### config.mk
export PLATFORM = sky130hd
export DESIGN_NAME = mac_dot_sequencer
export DESIGN_NICKNAME = d
export VERILOG_FILES = /design/src/rtl/mac_pkg.sv /design/src/rtl/mac_operand_fifo.sv /design/src/rtl/mac_dot_sequencer.sv
export SDC_FILE = /design/constraint.sdc
export NUM_CORES = 1
export LEC_CHECK = 0
export ABC_AREA = 1
export CORE_ASPECT_RATIO = 2
export CORE_MARGIN = 2
export CORE_UTILIZATION = 41
export CTS_CLUSTER_DIAMETER = 150
export DETAILED_ROUTE_END_ITERATION = 10
export PLACE_DENSITY = 0.61
export SLEW_MARGIN = 20
export SYNTH_ARGS = -nofsm -noshare
export SYNTH_HDL_FRONTEND = slang
export SYNTH_SLANG_ARGS = --single-unit
### constraint.sdc
create_clock -name clk -period 6.5 [get_ports clk]
set_input_delay 0.975 -clock clk [delete_from_list [all_inputs] [get_ports clk]]
set_output_delay 0.975 -clock clk [all_outputs]
set_load 0.01 [all_outputs]
### src/rtl/mac_pkg.sv
// Shared constants and the operand-entry layout for the MAC operand sequencer.
package mac_pkg;

    localparam int OPW        = 4;
    localparam int ACCW       = 11;
    localparam int MAC_LAT    = 3;
    localparam int OVF_THRESH = 10;
    localparam int ENTRY_W    = 2 * OPW + 1;

    typedef struct packed {
        logic [OPW-1:0] a;
        logic [OPW-1:0] b;
        logic           last;
    } operand_t;

endpackage

### src/rtl/mac_operand_fifo.sv
// Synchronous operand FIFO with registered full/empty flags and a
// combinational head so the issue logic can inspect the next entry.
module mac_operand_fifo #(
    parameter int DEPTH   = 8,
    parameter int ENTRY_W = 9
) (
    input  logic               clk,
    input  logic               rst,
    input  logic               push,
    input  logic [ENTRY_W-1:0] push_data,
    input  logic               pop,
    output logic [ENTRY_W-1:0] head,
    output logic               full,
    output logic               empty
);
    import mac_pkg::*;

    localparam int AW = $clog2(DEPTH);

    logic [ENTRY_W-1:0] mem [DEPTH];

    logic [AW-1:0] wr_ptr_q, wr_ptr_d;
    logic [AW-1:0] rd_ptr_q, rd_ptr_d;
    logic [AW:0]   cnt_q, cnt_d;
    logic          full_q, full_d;
    logic          empty_q, empty_d;
    logic          do_push, do_pop;

    assign do_push = push && !full_q;
    assign do_pop  = pop && !empty_q;

    always_comb begin
        wr_ptr_d = do_push ? wr_ptr_q + AW'(1) : wr_ptr_q;
        rd_ptr_d = do_pop  ? rd_ptr_q + AW'(1) : rd_ptr_q;
        cnt_d    = cnt_q;
        unique case ({do_push, do_pop})
            2'b10:   cnt_d = cnt_q + (AW+1)'(1);
            2'b01:   cnt_d = cnt_q - (AW+1)'(1);
            default: cnt_d = cnt_q;
        endcase
        full_d  = (cnt_d == (AW+1)'(DEPTH));
        empty_d = (cnt_d == '0);
    end

    always_ff @(posedge clk or posedge rst) begin
        if (rst) begin
            wr_ptr_q <= '0;
            rd_ptr_q <= '0;
            cnt_q    <= '0;
            full_q   <= 1'b0;
            empty_q  <= 1'b1;
        end else begin
            wr_ptr_q <= wr_ptr_d;
            rd_ptr_q <= rd_ptr_d;
            cnt_q    <= cnt_d;
            full_q   <= full_d;
            empty_q  <= empty_d;
        end
    end

    // Storage carries no reset; only the pointers define what is valid.
    always_ff @(posedge clk) begin
        if (do_push) begin
            mem[wr_ptr_q] <= push_data;
        end
    end

    assign head  = mem[rd_ptr_q];
    assign full  = full_q;
    assign empty = empty_q;

endmodule

### src/rtl/mac_dot_sequencer.sv
// Feeds operand pairs to a free-running MAC and reports per-vector dot
// products as the difference of two accumulator snapshots.
module mac_dot_sequencer #(
    parameter int DEPTH   = 8,
    parameter int LEN_W   = 4,
    parameter int MAC_LAT = mac_pkg::MAC_LAT
) (
    input  logic                      clk,
    input  logic                      rst,
    input  logic                      in_valid,
    output logic                      in_ready,
    input  logic [mac_pkg::OPW-1:0]   in_a,
    input  logic [mac_pkg::OPW-1:0]   in_b,
    input  logic                      in_last,
    output logic [mac_pkg::OPW-1:0]   mac_a,
    output logic [mac_pkg::OPW-1:0]   mac_b,
    input  logic [mac_pkg::ACCW-1:0]  mac_acc,
    output logic                      res_valid,
    input  logic                      res_ready,
    output logic [mac_pkg::ACCW-1:0]  res_data,
    output logic [LEN_W-1:0]          res_len,
    output logic                      res_ovf
);
    import mac_pkg::*;

    localparam int THR_W = $clog2(OVF_THRESH + 1);
    localparam int LIF_W = $clog2(MAC_LAT + 2);

    typedef struct packed {
        logic             valid;
        logic             first;
        logic             last;
        logic [LEN_W-1:0] len;
        logic             ovf;
    } tag_t;

    typedef struct packed {
        logic [ACCW-1:0]  data;
        logic [LEN_W-1:0] len;
        logic             ovf;
    } res_t;

    operand_t             head;
    logic [ENTRY_W-1:0]   head_bits;
    logic                 fifo_full, fifo_empty;
    logic                 pop;

    logic [OPW-1:0]       mac_a_q, mac_a_d, mac_b_q, mac_b_d;
    logic [LEN_W-1:0]     cnt_q, cnt_d, cnt_inc;
    logic [THR_W-1:0]     thr_q, thr_d, thr_inc;
    logic                 ovf_hit;
    logic                 first_q, first_d;

    tag_t                 tag_in;
    tag_t                 snap_tag;
    logic [MAC_LAT-1:0]   stage_last;
    logic [LIF_W-1:0]     lasts_in_flight;
    logic [LIF_W:0]       credit_used;

    logic                 end_valid_q, end_valid_d;
    logic [LEN_W-1:0]     end_len_q, end_len_d;
    logic                 end_ovf_q, end_ovf_d;
    logic [ACCW-1:0]      snap_q, snap_d;

    res_t                 rq_mem_q [2];
    res_t                 rq_entry;
    logic                 rq_wr_q, rq_wr_d, rq_rd_q, rq_rd_d;
    logic [1:0]           rq_cnt_q, rq_cnt_d;
    logic                 rq_push, rq_pop;

    mac_operand_fifo #(
        .DEPTH   (DEPTH),
        .ENTRY_W (ENTRY_W)
    ) u_fifo (
        .clk       (clk),
        .rst       (rst),
        .push      (in_valid),
        .push_data ({in_a, in_b, in_last}),
        .pop       (pop),
        .head      (head_bits),
        .full      (fifo_full),
        .empty     (fifo_empty)
    );

    assign head     = operand_t'(head_bits);
    assign in_ready = !fifo_full;

    // Tag shift register runs in lockstep with the MAC's internal pipeline.
    genvar gi;
    for (gi = 0; gi < MAC_LAT; gi++) begin : g_tag
        tag_t tag_q, tag_d;
        if (gi == 0) begin : g_head
            always_comb tag_d = tag_in;
        end else begin : g_body
            always_comb tag_d = g_tag[gi-1].tag_q;
        end
        always_ff @(posedge clk or posedge rst) begin
            if (rst) tag_q <= '0;
            else     tag_q <= tag_d;
        end
        assign stage_last[gi] = tag_q.valid && tag_q.last;
    end

    assign snap_tag = g_tag[MAC_LAT-1].tag_q;

    always_comb begin
        lasts_in_flight = LIF_W'(end_valid_q);
        for (int i = 0; i < MAC_LAT; i++) begin
            lasts_in_flight = lasts_in_flight + LIF_W'(stage_last[i]);
        end
        credit_used = (LIF_W+1)'(lasts_in_flight) + (LIF_W+1)'(rq_cnt_q);
    end

    // A last may only issue if its result is guaranteed a queue slot.
    always_comb begin
        pop     = !fifo_empty && !(head.last && credit_used >= (LIF_W+1)'(2));
        mac_a_d = pop ? head.a : '0;
        mac_b_d = pop ? head.b : '0;
        cnt_inc = (cnt_q == '1) ? cnt_q : cnt_q + LEN_W'(1);
        thr_inc = (thr_q == THR_W'(OVF_THRESH)) ? thr_q : thr_q + THR_W'(1);
        ovf_hit = (thr_inc == THR_W'(OVF_THRESH));
        tag_in  = '0;
        cnt_d   = cnt_q;
        thr_d   = thr_q;
        first_d = first_q;
        if (pop) begin
            tag_in.valid = 1'b1;
            tag_in.first = first_q;
            tag_in.last  = head.last;
            tag_in.len   = cnt_inc;
            tag_in.ovf   = ovf_hit;
            if (head.last) begin
                cnt_d   = '0;
                thr_d   = '0;
                first_d = 1'b1;
            end else begin
                cnt_d   = cnt_inc;
                thr_d   = thr_inc;
                first_d = 1'b0;
            end
        end
    end

    always_comb begin
        snap_d      = (snap_tag.valid && snap_tag.first) ? mac_acc : snap_q;
        end_valid_d = snap_tag.valid && snap_tag.last;
        end_len_d   = snap_tag.len;
        end_ovf_d   = snap_tag.ovf;
    end

    // End sample one cycle after the start stage, when the last pair has landed.
    always_comb begin
        rq_push       = end_valid_q;
        rq_entry.data = mac_acc - snap_q;
        rq_entry.len  = end_len_q;
        rq_entry.ovf  = end_ovf_q;
        rq_pop        = (rq_cnt_q != 2'd0) && res_ready;
        rq_wr_d       = rq_wr_q ^ rq_push;
        rq_rd_d       = rq_rd_q ^ rq_pop;
        rq_cnt_d      = rq_cnt_q + 2'(rq_push) - 2'(rq_pop);
    end

    always_ff @(posedge clk or posedge rst) begin
        if (rst) begin
            mac_a_q     <= '0;
            mac_b_q     <= '0;
            cnt_q       <= '0;
            thr_q       <= '0;
            first_q     <= 1'b1;
            end_valid_q <= 1'b0;
            end_len_q   <= '0;
            end_ovf_q   <= 1'b0;
            snap_q      <= '0;
            rq_wr_q     <= 1'b0;
            rq_rd_q     <= 1'b0;
            rq_cnt_q    <= '0;
        end else begin
            mac_a_q     <= mac_a_d;
            mac_b_q     <= mac_b_d;
            cnt_q       <= cnt_d;
            thr_q       <= thr_d;
            first_q     <= first_d;
            end_valid_q <= end_valid_d;
            end_len_q   <= end_len_d;
            end_ovf_q   <= end_ovf_d;
            snap_q      <= snap_d;
            rq_wr_q     <= rq_wr_d;
            rq_rd_q     <= rq_rd_d;
            rq_cnt_q    <= rq_cnt_d;
        end
    end

    always_ff @(posedge clk or posedge rst) begin
        if (rst) begin
            for (int i = 0; i < 2; i++) rq_mem_q[i] <= '0;
        end else if (rq_push) begin
            rq_mem_q[rq_wr_q] <= rq_entry;
        end
    end

    assign mac_a     = mac_a_q;
    assign mac_b     = mac_b_q;
    assign res_valid = (rq_cnt_q != 2'd0);
    assign res_data  = rq_mem_q[rq_rd_q].data;
    assign res_len   = rq_mem_q[rq_rd_q].len;
    assign res_ovf   = rq_mem_q[rq_rd_q].ovf;

endmodule

==> results.sh, run 1 <==
export IMPL_status="finished, final reports clean"
export IMPL_cp_slowest_cell="fa_1"
export IMPL_crit_start="g_tag[2].tag_q[7]"
export IMPL_pin_count=50
export IMPL_period_needed_ps=3870
export IMPL_rsz0062_at_grt="false"
export IMPL_core_area_sq_mm=0.0187
export IMPL_dieArea_sq_mm=0.0200
export IMPL_postSynthAreaPerCell_sq_um=9.71
export IMPL_root_buffer="clkbuf_16"
export IMPL_clock_skew_ps=11.8
export IMPL_dp_cells=1046
export IMPL_rows=71
export IMPL_cp_max_fo=26
export IMPL_ys_types=32
export IMPL_ant_nets=0
export IMPL_drt_iter0_drc=175
export IMPL_grt_pass1_vias=5384
export IMPL_cap_violations=0
export IMPL_period_share_pct=59.5
export IMPL_fin_cells=1078
export IMPL_fin_setup_tns_ps=0
export IMPL_min_from="g_tag[0].tag_q[3]"
export IMPL_antenna_found_initial=0
export IMPL_die_y_microns=198
export IMPL_critPathKind="reg2reg"
export IMPL_grtUsageTotal_pct=16.8
export IMPL_synth_seq_area_share_pct=62.3
export IMPL_hold_class="reg2reg"
export IMPL_final_cell_area_sq_mm=0.00899
export IMPL_fmax_ghz=0.259
export IMPL_syn_num_nets=848
export IMPL_worstPathArrival_ps=4170
export IMPL_dpl_instance_area_sq_mm=0.00843
export IMPL_worstReg2RegStart="g_tag[2].tag_q[7]"
export IMPL_final_common_cell="nand2_1"
export IMPL_wl_per_cell_microns=14.4
export IMPL_viasPerCell=4.93
export IMPL_globalplace_congestion=0.824
export IMPL_dp_slack_ps=2650
export IMPL_clk_pin_slew_worst_paths_ps=70
export IMPL_synth_seq_cells=178
export IMPL_final_cell_mix="nand2_1, dfrtp_1, nor2_1, inv_1, edfxtp_1"
export IMPL_initial_utilization_pct=41.5
export IMPL_grt_max_degree=63
export IMPL_vdd_ir_drop_max_uv=241
export IMPL_startpoint_type="register"
export IMPL_port_buffers=49
export IMPL_clock_sinks=178
export IMPL_cp_required_ps=6810
export IMPL_setup_worst_path_end_class="register"
export IMPL_p_per_area_mw_per_mm2=506
export IMPL_p_leak_nw=4.15
export IMPL_synth_ff_type="dfrtp_1"
export IMPL_num_antenna_cells=0
export IMPL_htree_levels=4
export IMPL_async_flop_share_pct=59.6
export IMPL_setup_viol=0
export IMPL_synth_cells=797
export IMPL_nets=897
export IMPL_gr_total_overflow=0
export IMPL_post_cts_setup_buffers=0
export IMPL_finalWirelength_mm=15.5
export IMPL_slew_headroom_pct=30.2
export IMPL_drc_errors=0
export IMPL_hold_viol=0
export IMPL_maxSlewViolCount=0
export IMPL_fin_util_pct=48.2
export IMPL_max_stage_delay_ps=540
export IMPL_chipWidth_microns=101
export IMPL_via_count=5314
export IMPL_grt_pass1_wl_mm=25.6
export IMPL_synth_warnings=0
export IMPL_firstDrtPassIters=4
export IMPL_clk_latency_ps=430
export IMPL_cts_buffer_depth=2
export IMPL_hpwlAfterDp_mm=10.7
export IMPL_numCtsBuffers=17
export IMPL_layout_setup_ws_ps=2630
export IMPL_crit_path_cell_trace="nand2_1 > fa_1 > inv_1 > ha_1 > a21oi_1 > fa_1 > nand2_1 > nand3_4 > nand2_4 > inv_1 > ha_1 > inv_1 > fa_1 > o21ai_0 > nor2_1 > nand2_1 > a21oi_1"
export IMPL_worst_pin_slew_ps=1040
export IMPL_area_growth_pct=16.2
export IMPL_drive_gt1_share_pct=5.70
export IMPL_synth_edf_count=72
export IMPL_syn_area_sq_mm=0.00773
export IMPL_hold_buffers=0
export IMPL_ctsResizeCount=0
export IMPL_cts_tree="built"
-- final timing paths --
path / to / slack, ps / cells after the start
setup / recovery: u_fifo.full / 2630 / 17
hold / removal: g_tag[1].tag_q[3] / 340 / 0
setup reg to reg: u_fifo.full / 2630 / 17
hold reg to reg: g_tag[1].tag_q[3] / 340 / 0
max in group asynchronous: rq_mem_q[23] / 4380 / 3
min in group asynchronous: mac_b[2] / 1030 / 2
-- sequential cells by signal (all words and copies together), names as in the netlist, 2 cells and up --
| register | flops |
|---|---|
| u_fifo.wr_ptr_q | 3 |
| u_fifo.cnt_q | 4 |
| snap_q | 11 |
| mac_b | 4 |
| mac_a | 4 |
| thr_q | 4 |
| g_tag.tag_q | 19 |
| rq_mem_q | 32 |
| rq_cnt_q | 2 |
| cnt_q | 4 |
| u_fifo.mem | 72 |
| end_len_d | 4 |
| end_len_q | 4 |
| u_fifo.rd_ptr_q | 3 |
-- routing by layer --
metal	global-route usage, %	wire length, microns	up-vias
met5	0	0	-
met4	8.36	420	0
met3	2.72	386	32
met2	33.1	8910	102
met1	16.1	5790	2538
li1	-	-	2642
-- stage by stage --
stage                     hold WS, ps  power [W]
after floorplan                   331    0.00305
after global placement            332    0.00359
final                             344    0.00455
after global routing              349    0.00494
after CTS                         343    0.00462
after detailed placement          335    0.00362
-- worst max-delay path, delay by kind of cell (launching register included) --
| family | cells | cell delay (ps) |
|---|---|---|
| adders and majority gates | 5 | 1920 |
| and+or+nand+nor | 6 | 780 |
| AOI/OAI and AO/OA | 3 | 450 |
| DFF | 1 | 350 |
| buffers and inverters | 3 | 240 |
-- cells by family (layout without fill, tap and decap cells) --
family	count (synthesis)	count (layout)	share of synthesized area (%)
AO/OA/AOI/OAI	65	65	4.37
XOR/XNOR	16	16	1.81
adder cells (fa/ha/maj)	27	27	4.76
buffers and inverters	100	162	5.16
flip-flops	178	178	62.3
multiplexers	1	1	0.146
AND/OR/NAND/NOR	410	410	21.5
-- synthesized netlist by cell type, types with 2 or more instances --
cell / n / area [sq um]
a21oi_1: 17 / 85.1
buf_2: 4 / 20.0
buf_6: 2 / 22.5
clkbuf_1: 16 / 60.1
clkinv_1: 2 / 7.51
dfrtp_1: 104 / 2600
dfstp_2: 2 / 52.6
edfxtp_1: 72 / 2160
fa_1: 4 / 80.1
ha_1: 23 / 288
inv_1: 72 / 270
inv_2: 2 / 7.51
nand2_1: 252 / 946
nand3_1: 45 / 225
nand3_2: 2 / 20.0
nand3b_1: 4 / 30.0
nand4_1: 3 / 18.8
nor2_1: 98 / 368
o211ai_1: 3 / 22.5
o21ai_0: 43 / 215
or2_0: 2 / 12.5
xnor2_1: 7 / 61.3
xor2_1: 9 / 78.8
-- where the power goes --
part | switching, W | total (W) | internal (W)
Combinational | 0.00113 | 0.00184 | 0.000705
Clock | 0.000464 | 0.000974 | 0.000510
Sequential | 0.000213 | 0.00174 | 0.00153
Total | 0.00181 | 0.00455 | 0.00274
-- layout make-up --
| cell class | instances | area (sq um) |
|---|---|---|
| Sequential cell | 178 | 4820 |
| Clock buffer | 17 | 425 |
| Inverter | 76 | 288 |
| Timing Repair Buffer | 54 | 528 |
| Tap cell | 219 | 274 |
| Multi-Input combinational cell | 519 | 2520 |
| Fill cell | 1754 | 9660 |
| Clock inverter | 15 | 136 |
Note: power is estimated with default switching activity, not from simulation.
==> inputs of run 2 (changes only) <==
==> constraint.sdc (replaced) <==
create_clock -name clk -period 3.8 [get_ports clk]
set_input_delay 0.57 -clock clk [delete_from_list [all_inputs] [get_ports clk]]
set_output_delay 0.57 -clock clk [all_outputs]
set_load 0.01 [all_outputs]
==> run 2 against run 1 <==
Net effect:
- hold slack is essentially flat
- cell count grew 1.0%
- clock-buffer cell count grew 2
- largest cell class unchanged
- highest routed layer unchanged
==> results.sh, run 2 (synthesis results as in run 1) <==
export IMPL_wl_per_cell_microns=14.8
export IMPL_fmax_ghz=0.278
export IMPL_cp_required_ps=4120
export IMPL_gr_total_overflow=0
export IMPL_grtUsageTotal_pct=17.4
export IMPL_clock_sinks=178
export IMPL_cts_tree="built"
export IMPL_critPathTopFamily="adder cells"
export IMPL_port_buffers=49
export IMPL_met1_usage_pct=16.7
export IMPL_largest_reg_flops=72
export IMPL_rsz0062_at_grt="false"
export IMPL_max_stage_delay_ps=540
export IMPL_grt_max_degree=62
export IMPL_maxSlewViolCount=0
export IMPL_chipWidth_microns=101
export IMPL_grt_pass1_wl_mm=26.1
export IMPL_die_y_microns=198
export IMPL_globalplace_congestion=0.843
export IMPL_core_area_sq_mm=0.0187
export IMPL_clock_skew_ps=7.42
export IMPL_viasPerCell=4.90
export IMPL_regMostFlops="u_fifo.mem"
export IMPL_setup_worst_path_end_class="register"
export IMPL_period_share_pct=94.6
export IMPL_top_regs="u_fifo.mem: 72 flops, rq_mem_q: 32 flops, g_tag.tag_q: 19 flops"
export IMPL_firstDrtPassIters=4
export IMPL_cap_violations=0
export IMPL_htree_levels=4
export IMPL_drc_errors=0
export IMPL_dieArea_sq_mm=0.0200
export IMPL_hold_buffers=0
export IMPL_post_cts_setup_buffers=0
export IMPL_period_needed_ps=3600
export IMPL_fin_setup_tns_ps=0
export IMPL_num_antenna_cells=0
export IMPL_cts_buffer_depth=2
export IMPL_vdd_ir_drop_max_uv=435
export IMPL_hold_class="reg2reg"
export IMPL_slew_headroom_pct=48.3
export IMPL_finalWirelength_mm=16.1
export IMPL_ctsResizeCount=0
export IMPL_grtUsageMet2_pct=33.9
export IMPL_whs_ps=344
export IMPL_fin_util_pct=48.7
export IMPL_clk_pin_slew_worst_paths_ps=70
export IMPL_setup_viol=0
export IMPL_cp_max_fo=4
export IMPL_grt_pass1_vias=5350
export IMPL_ant_nets=0
export IMPL_critPathKind="reg2reg"
export IMPL_nets=908
export IMPL_final_common_cell="nand2_1"
export IMPL_crit_buf_inv=3
export IMPL_status="finished, final reports clean"
export IMPL_initial_utilization_pct=41.5
export IMPL_worst_pin_slew_ps=776
export IMPL_crit_path_cell_trace="nand2_1 > fa_1 > inv_1 > ha_1 > a21oi_2 > fa_1 > nand2_1 > nand3_4 > nand2_4 > inv_1 > ha_1 > inv_1 > fa_1 > o21ai_0 > nor2_1 > nand2_1 > a21oi_1"
export IMPL_numCtsBuffers=17
export IMPL_rows=71
export IMPL_grtUsageMet3_pct=3.71
export IMPL_cp_slowest_cell="fa_1"
export IMPL_via_count=5334
export IMPL_antenna_found_initial=0
export IMPL_area_growth_pct=17.6
export IMPL_pin_count=50
export IMPL_dp_slack_ps=134
export IMPL_p_leak_nw=4.22
export IMPL_root_buffer="clkbuf_16"
export IMPL_drive_gt1_share_pct=6.90
export IMPL_top_usage_layer="met2"
export IMPL_drt_iter0_drc=244
export IMPL_hpwlAfterDp_mm=11.2
export IMPL_worstPathArrival_ps=3910
export IMPL_startpoint_type="register"
export IMPL_hold_viol=0
export IMPL_clk_latency_ps=430
export IMPL_layout_setup_ws_ps=205
export IMPL_p_per_area_mw_per_mm2=870
export IMPL_final_cell_mix="nand2_1, dfrtp_1, nor2_1, edfxtp_1, inv_1"
[run 2: power breakdown]
| part | switching, W | leakage [nW] | internal [W] | total [W] |
|---|---|---|---|---|
| logic | 0.00202 | 1.96 | 0.00128 | 0.00330 |
| registers | 0.000304 | 1.97 | 0.00262 | 0.00292 |
| clock network | 0.000759 | 0.288 | 0.000935 | 0.00169 |
[run 2: per-stage QoR]
step / std cells / power [W] / cell area [sq um]
after floorplan: 797 / 0.00522 / 7730
after global placement: 1057 / 0.00620 / 8520
after detailed placement: 1057 / 0.00630 / 8520
after CTS: 1089 / 0.00803 / 9090
after global routing: 1089 / 0.00858 / 9090
final: 1089 / 0.00791 / 9090
[run 2: routing by layer]
metal | up-vias | wire, microns
li1 | 2661 | -
met1 | 2550 | 5760
met2 | 87 | 9350
met3 | 36 | 449
met4 | 0 | 520
met5 | - | 0
[run 2: final timing paths]
check	start	to	slack [ps]	cells past startpoint
worst max-delay path	g_tag[2].tag_q[7]	u_fifo.full	200	17
worst min-delay path	g_tag[0].tag_q[1]	g_tag[1].tag_q[1]	340	0
worst max register to register	g_tag[2].tag_q[7]	u_fifo.full	200	17
worst min register to register	g_tag[0].tag_q[1]	g_tag[1].tag_q[1]	340	0
max in group asynchronous	rst	first_q	2370	3
min in group asynchronous	rst	mac_b[1]	630	2
[run 2: area by class of cell]
class / count / area [sq um]
inverters: 76 / 288
fillers: 1765 / 9560
flip-flops and latches: 178 / 4820
well taps: 219 / 274
repair buffers: 65 / 623
clock inverters: 13 / 125
multi-input cells: 519 / 2520
clock buffers: 19 / 444
